<file path="config.mk">
export PLATFORM = sky130hd
export DESIGN_NAME = bram_fifo_ctrl_flat
export DESIGN_NICKNAME = d
export VERILOG_FILES = /design/src/rtl/bram_fifo_ctrl_if.sv /design/src/rtl/bram_fifo_ctrl.sv /design/src/flat_wrapper.sv
export SDC_FILE = /design/constraint.sdc
export NUM_CORES = 1
export LEC_CHECK = 0
export CORE_MARGIN = 3
export CORE_UTILIZATION = 46
export CTS_BUF_LIST = sky130_fd_sc_hd__clkbuf_4
export DETAILED_ROUTE_END_ITERATION = 16
export PLACE_DENSITY = 0.89
export SLEW_MARGIN = 40
export SYNTH_ARGS = -nofsm -noshare
export SYNTH_HDL_FRONTEND = slang
export SYNTH_SLANG_ARGS = --single-unit
export TNS_END_PERCENT = 50
</file>
<file path="constraint.sdc">
create_clock -name clk -period 2.99 [get_ports clk]
set_input_delay 0.598 -clock clk [delete_from_list [all_inputs] [get_ports clk]]
set_output_delay 0.598 -clock clk [all_outputs]
set_load 0.01 [all_outputs]
</file>
<file path="src/rtl/bram_fifo_ctrl_if.sv">
// bram_fifo_ctrl_if: producer and consumer valid/ready streams of the BRAM FIFO
interface bram_fifo_ctrl_if #(
  parameter int WORD_W = 8
);
  logic              in_vld;
  logic              in_rdy;
  logic [WORD_W-1:0] in_dat;
  logic              out_vld;
  logic              out_rdy;
  logic [WORD_W-1:0] out_dat;
  modport master (output in_vld, in_dat, out_rdy, input in_rdy, out_vld, out_dat);
  modport slave (input in_vld, in_dat, out_rdy, output in_rdy, out_vld, out_dat);
endinterface

</file>
<file path="src/rtl/bram_fifo_ctrl.sv">
// bram_fifo_ctrl: dual-port BRAM driven as a valid/ready FIFO with a 2-entry output skid buffer
module bram_fifo_ctrl #(
  parameter int WORD_W = 8,
  parameter int WORDS_N = 256,
  localparam int ADDR_W = $clog2(WORDS_N),
  localparam int CNT_W = $clog2(WORDS_N + 3)
) (
  input  logic              clk,
  input  logic              rst,
  bram_fifo_ctrl_if.slave   io,
  output logic [CNT_W-1:0]  occ,
  output logic              bram_cea,
  output logic [ADDR_W-1:0] bram_addra,
  output logic [WORD_W-1:0] bram_dina,
  output logic              bram_rnwa,
  output logic              bram_ceb,
  output logic [ADDR_W-1:0] bram_addrb,
  output logic              bram_rnwb,
  input  logic [WORD_W-1:0] bram_doutb
);
  localparam logic [CNT_W-1:0] FULL = CNT_W'(WORDS_N);
  localparam logic [ADDR_W-1:0] LAST = ADDR_W'(WORDS_N - 1);
  logic [ADDR_W-1:0] wr_ptr;
  logic [ADDR_W-1:0] rd_ptr;
  logic [CNT_W-1:0]  bram_cnt;
  logic              inflight;
  logic [1:0]        skid_cnt;
  logic [WORD_W-1:0] skid_tail;
  logic              push;
  logic              pop;
  logic              issue;
  logic              slot;
  // A pop frees a skid slot this cycle, so a read may be issued against it
  // immediately; that keeps streaming at one word per cycle.
  always_comb begin
    io.in_rdy = !rst && bram_cnt != FULL;
    io.out_vld = skid_cnt != 2'd0;
    push = io.in_vld && io.in_rdy;
    pop = io.out_vld && io.out_rdy;
    issue = !rst && bram_cnt != '0 && ({1'b0, skid_cnt} + {2'b0, inflight} < 3'd2 + {2'b0, pop});
    slot = 2'(skid_cnt - {1'b0, pop}) == 2'd1;
    occ = bram_cnt + CNT_W'(inflight) + CNT_W'(skid_cnt);
    bram_cea = push;
    bram_addra = wr_ptr;
    bram_dina = io.in_dat;
    bram_rnwa = 1'b0;
    bram_ceb = issue;
    bram_addrb = rd_ptr;
    bram_rnwb = 1'b1;
  end
  always_ff @(posedge clk) begin
    if (rst) begin
      wr_ptr <= '0;
      rd_ptr <= '0;
      bram_cnt <= '0;
      inflight <= 1'b0;
      skid_cnt <= 2'd0;
      skid_tail <= '0;
      io.out_dat <= '0;
    end else begin
      if (push) wr_ptr <= wr_ptr == LAST ? '0 : wr_ptr + ADDR_W'(1);
      if (issue) rd_ptr <= rd_ptr == LAST ? '0 : rd_ptr + ADDR_W'(1);
      bram_cnt <= bram_cnt + CNT_W'(push) - CNT_W'(issue);
      inflight <= issue;
      skid_cnt <= skid_cnt + 2'(inflight) - 2'(pop);
      if (pop && skid_cnt == 2'd2) io.out_dat <= skid_tail;
      else if (inflight && !slot) io.out_dat <= bram_doutb;
      if (inflight && slot) skid_tail <= bram_doutb;
    end
  end
endmodule
</file>
<file path="src/flat_wrapper.sv">
// flat-port wrapper written by rule: the top's interface ports become plain ports
module bram_fifo_ctrl_flat 
#(
  parameter int WORD_W = 8,
  parameter int WORDS_N = 256,
  localparam int ADDR_W = $clog2(WORDS_N),
  localparam int CNT_W = $clog2(WORDS_N + 3)
)
  (clk, rst, occ, bram_cea, bram_addra, bram_dina, bram_rnwa, bram_ceb, bram_addrb, bram_rnwb, bram_doutb, io_in_vld, io_in_dat, io_out_rdy, io_in_rdy, io_out_vld, io_out_dat);
  bram_fifo_ctrl_if #(.WORD_W(WORD_W)) io_i ();
  input  logic clk;
  input  logic rst;
  output logic [CNT_W-1:0] occ;
  output logic bram_cea;
  output logic [ADDR_W-1:0] bram_addra;
  output logic [WORD_W-1:0] bram_dina;
  output logic bram_rnwa;
  output logic bram_ceb;
  output logic [ADDR_W-1:0] bram_addrb;
  output logic bram_rnwb;
  input  logic [WORD_W-1:0] bram_doutb;
  input wire logic [$bits(io_i.in_vld)-1:0] io_in_vld;
  input wire logic [$bits(io_i.in_dat)-1:0] io_in_dat;
  input wire logic [$bits(io_i.out_rdy)-1:0] io_out_rdy;
  output wire logic [$bits(io_i.in_rdy)-1:0] io_in_rdy;
  output wire logic [$bits(io_i.out_vld)-1:0] io_out_vld;
  output wire logic [$bits(io_i.out_dat)-1:0] io_out_dat;
  assign io_i.in_vld = io_in_vld;
  assign io_i.in_dat = io_in_dat;
  assign io_i.out_rdy = io_out_rdy;
  assign io_in_rdy = io_i.in_rdy;
  assign io_out_vld = io_i.out_vld;
  assign io_out_dat = io_i.out_dat;
  bram_fifo_ctrl #(.WORD_W(WORD_W), .WORDS_N(WORDS_N)) u_core (.clk(clk), .rst(rst), .io(io_i), .occ(occ), .bram_cea(bram_cea), .bram_addra(bram_addra), .bram_dina(bram_dina), .bram_rnwa(bram_rnwa), .bram_ceb(bram_ceb), .bram_addrb(bram_addrb), .bram_rnwb(bram_rnwb), .bram_doutb(bram_doutb));
endmodule
</file>
==> impl_results.md <==
* Outcome: completed
* Unrepaired setup endpoints after global routing: yes
* Crit path kind: flip-flop to flip-flop
* First-pass GRT wire length at 9.65 mm
* Area share of xor/xnor cells in the synthesized design at 0.0594
* Switching Share at 0.416
* Vias/cell at 5.32
* Register Area at 887 um2
* Clock latency on the worst-skew pair at 0.36 ns
* Post-route cell area at 3370 um2
* Post-Synthesis Cells at 306
* Fin crit period at 2.88 ns
* Main combinational cell family by area after synthesis: simple AND/OR/NAND/NOR gates
* Drt pass-1 iters at 4
* Crit path required time at 3.24 ns
* Synth Warn # at 0
* EDFF count, synth at 0
* Post-Syn Nets at 354
* PwrDens at 974 nW/um2
* Die area at 6720 um2
* Root buffer cell: clkbuf_4
* Int Pwr at 0.00192 W
* Final Skew at 0.00716 ns
* Nets at 409
* Filler cell count at 470
* GR Overflow Total at 0
* Post-synth cell types at 46
* Total power at 0.00328 W
* Final ANT Viol Nets at 0
* Area fraction in and, or, nand and nor cells after synthesis at 0.184
* GP Congestion at 0.871
* Post-synth top area share at 0.332
* Final Hold Fails at 0
* Compound-Gate Fraction of Synth Area at 0.135
* Row count at 27
* CTS tree: yes
* Multi-input logic area at 1600 um2
* Post-synthesis adder-cell area fraction at 0.140
* Reg2Reg Depth at 16
* Number of CTS-inserted buffers at 5
* Antenna cell count at 0
* Maximum number of pins on one net before global-route repair at 50
* Die X at 82.0 um
* Max-slew violation count at 0
* Residual DRC count at 0
* Maximum operating frequency at 348 MHz
* P&R area growth vs syn at 27.0%
* Seq/Total Area, Yosys at 0.332
* Hold Crit Depth at 2
* Initial core utilization at 0.479
* CP Launch Type: flip-flop
* Sw Pwr at 0.00137 W
* Reg clk slew, reported paths at 0.14 ns
* Final Core Density at 0.608
* VDD IR-drop max at 540 uV
* Flop pwr share at 0.269
* Lkg Pwr at 1.49 nW
* Multiplexer share of the synthesized area at 0.0679
* Core ar. at 5540 um2
* Logic pwr share at 0.613
* Share of post-route cells with drive strength above 1 at 0.130
* Period utilization at 0.962
* Arrival time worst endpoint at 3.12 ns
* All-Layer GR Usage at 0.181
* Worst setup EP type: flip-flop
* Async SR Flop Fraction at 0
* Hold Path Class: flip-flop to flip-flop
* 1st-iter DRT viols at 93
* Synth top area cells: dfxtp_1 (33%), ha_1 (12%), mux2i_1 (6.8%)
* Setup TNS at 0 ns
* Slew @ Worst Pin at 0.639 ns
* Post-CTS Hold Buffers at 0
* Wire length per cell at 13.8 um
* Vias in the first global route at 2207
* # setup viols final at 0
* Hpwl dp at 4.50 mm
* Via count at 2309
* Io pins at 67
* Clock Power Share at 0.118
* Syn Area/Cell at 8.67 um2
* Cell taking the most area after synthesis: dfxtp_1
* WL final at 6.01 mm
* Relative slew slack at 0.572
* Maximum fanout along the worst path at 5
* Top_reg_cell synth: dfxtp_1
* Area post-placement at 3250 um2
* CTS Sinks at 44
* Initial antenna violation count at 0
* Port Buf Inserts at 48
* Number of synthesized register bits at 44
* Max H-tree Level at 2
* Max_cap viols at 0
* Synthesized cell area at 2650 um2
* Clock Path Buffers at 2
* Die height at 82.0 um
-- synthesized netlist by cell type (5+ instances only) --
cell type / number
a21o_1: 5
nand2b_1: 5
inv_1: 23
ha_1: 25
dfxtp_1: 44
xnor2_1: 9
buf_4: 11
mux2i_1: 18
a211oi_1: 9
clkbuf_1: 6
nor2_1: 37
o21ai_0: 8
nand2_1: 19
nand3_1: 9
a21oi_1: 17
xor2_1: 9
-- power by group through the flow --
stage	sequential, W	clock [W]	combinational, W
global placement	0.000876	0	0.00188
CTS	0.000877	0.000396	0.00196
global route	0.000907	0.000426	0.00223
floorplan	0.000925	0	0.00118
finish	0.000883	0.000388	0.00201
detailed placement	0.000887	0	0.00195
-- path summary, 6_finish.rpt --
path / startpoint / endpoint / slack, ns
worst max-delay path: u_core.bram_cnt[4] / u_core.bram_cnt[8] / 0.11
worst min-delay path: u_core.bram_addrb[1] / u_core.bram_addrb[1] / 0.51
worst max register to register: u_core.bram_cnt[4] / u_core.bram_cnt[8] / 0.11
worst min register to register: u_core.bram_addrb[1] / u_core.bram_addrb[1] / 0.51
-- state kept, by name (all words and copies together), names as in the netlist --
name               flops
u_core.bram_cnt        9
u_core.bram_addra      8
u_core.bram_addrb      8
u_core.io.out_dat      8
u_core.skid_tail       8
u_core.skid_cnt        2
u_core.inflight        1
-- logic make-up (layout without fill, tap and decap cells) --
family,Yosys count,after routing
buffers and inverters,44,100
and+or+nand+nor,97,97
xor gates and xnor gates,18,18
adders and majority gates,28,28
muxes,18,18
other,2,2
DFF,44,44
AOI/OAI and AO/OA,55,55
-- timing repair --
item,in CTS,in global routing
setup endpoints to repair,8,8
resized for setup,10,19
pin swaps,1,3
setup buffers,0,1
-- worst max-delay path: stages (launching register included) --
cell and delay [ns]:
dfxtp_1 0.39, inv_1 0.08, ha_1 0.21, and2_2 0.22, a21o_1 0.19, nor2_2 0.11, inv_1 0.05, ha_1 0.27
inv_1 0.06, ha_2 0.17, inv_1 0.05, fa_2 0.33, nand2b_4 0.15, a21oi_4 0.13, o21ai_1 0.09, a21oi_1 0.18
nor3b_1 0.07
-- area by class of cell --
class | instances | share of cell area
inverters | 24 | 0.0267
flip-flops and latches | 44 | 0.263
well taps | 72 | 0.0267
clock buffers | 5 | 0.0111
clock inverters | 3 | 0.0137
repair buffers | 68 | 0.184
multi-input cells | 218 | 0.474
-- cells in the final DEF (no fill, tap or decap), drive strengths merged, types with 2 or more instances in the layout --
cell	n
nand2	19
buf	20
dfxtp	44
nor2b	4
clkdlybuf4s50	40
a21oi	17
nor2	37
a21o	5
dlymetal6s2s	2
o21ai	8
nand2b	5
nand3b	3
conb	2
inv	25
and2	2
a31oi	4
a311oi	4
nand3	9
dlygate4sd2	4
fa	3
nand4	4
mux2i	18
a211oi	9
nor4b	3
nor3	2
and3	2
xor2	9
ha	25
clkbuf	7
xnor2	9
nor3b	2
-- routing by layer --
layer,wire length [um],up-vias,global-route usage
met3,218,12,0.0307
met1,2520,1090,0.219
li1,-,1154,-
met5,0,-,0
met2,3150,53,0.316
met4,122,0,0.0748
-- through the flow --
stage | hold slack, ns | worst slack (ns) | std cells
6_report | 0.508 | 0.113 | 434
5_1_grt | 0.529 | -0.0385 | 434
4_1_cts | 0.508 | 0.0165 | 433
3_5_place_dp | 0.485 | -0.320 | 425
3_3_place_gp | 0.461 | -0.193 | 425
2_1_floorplan | 0.460 | 0.0245 | 306
Power figures use the tool's default switching activity.
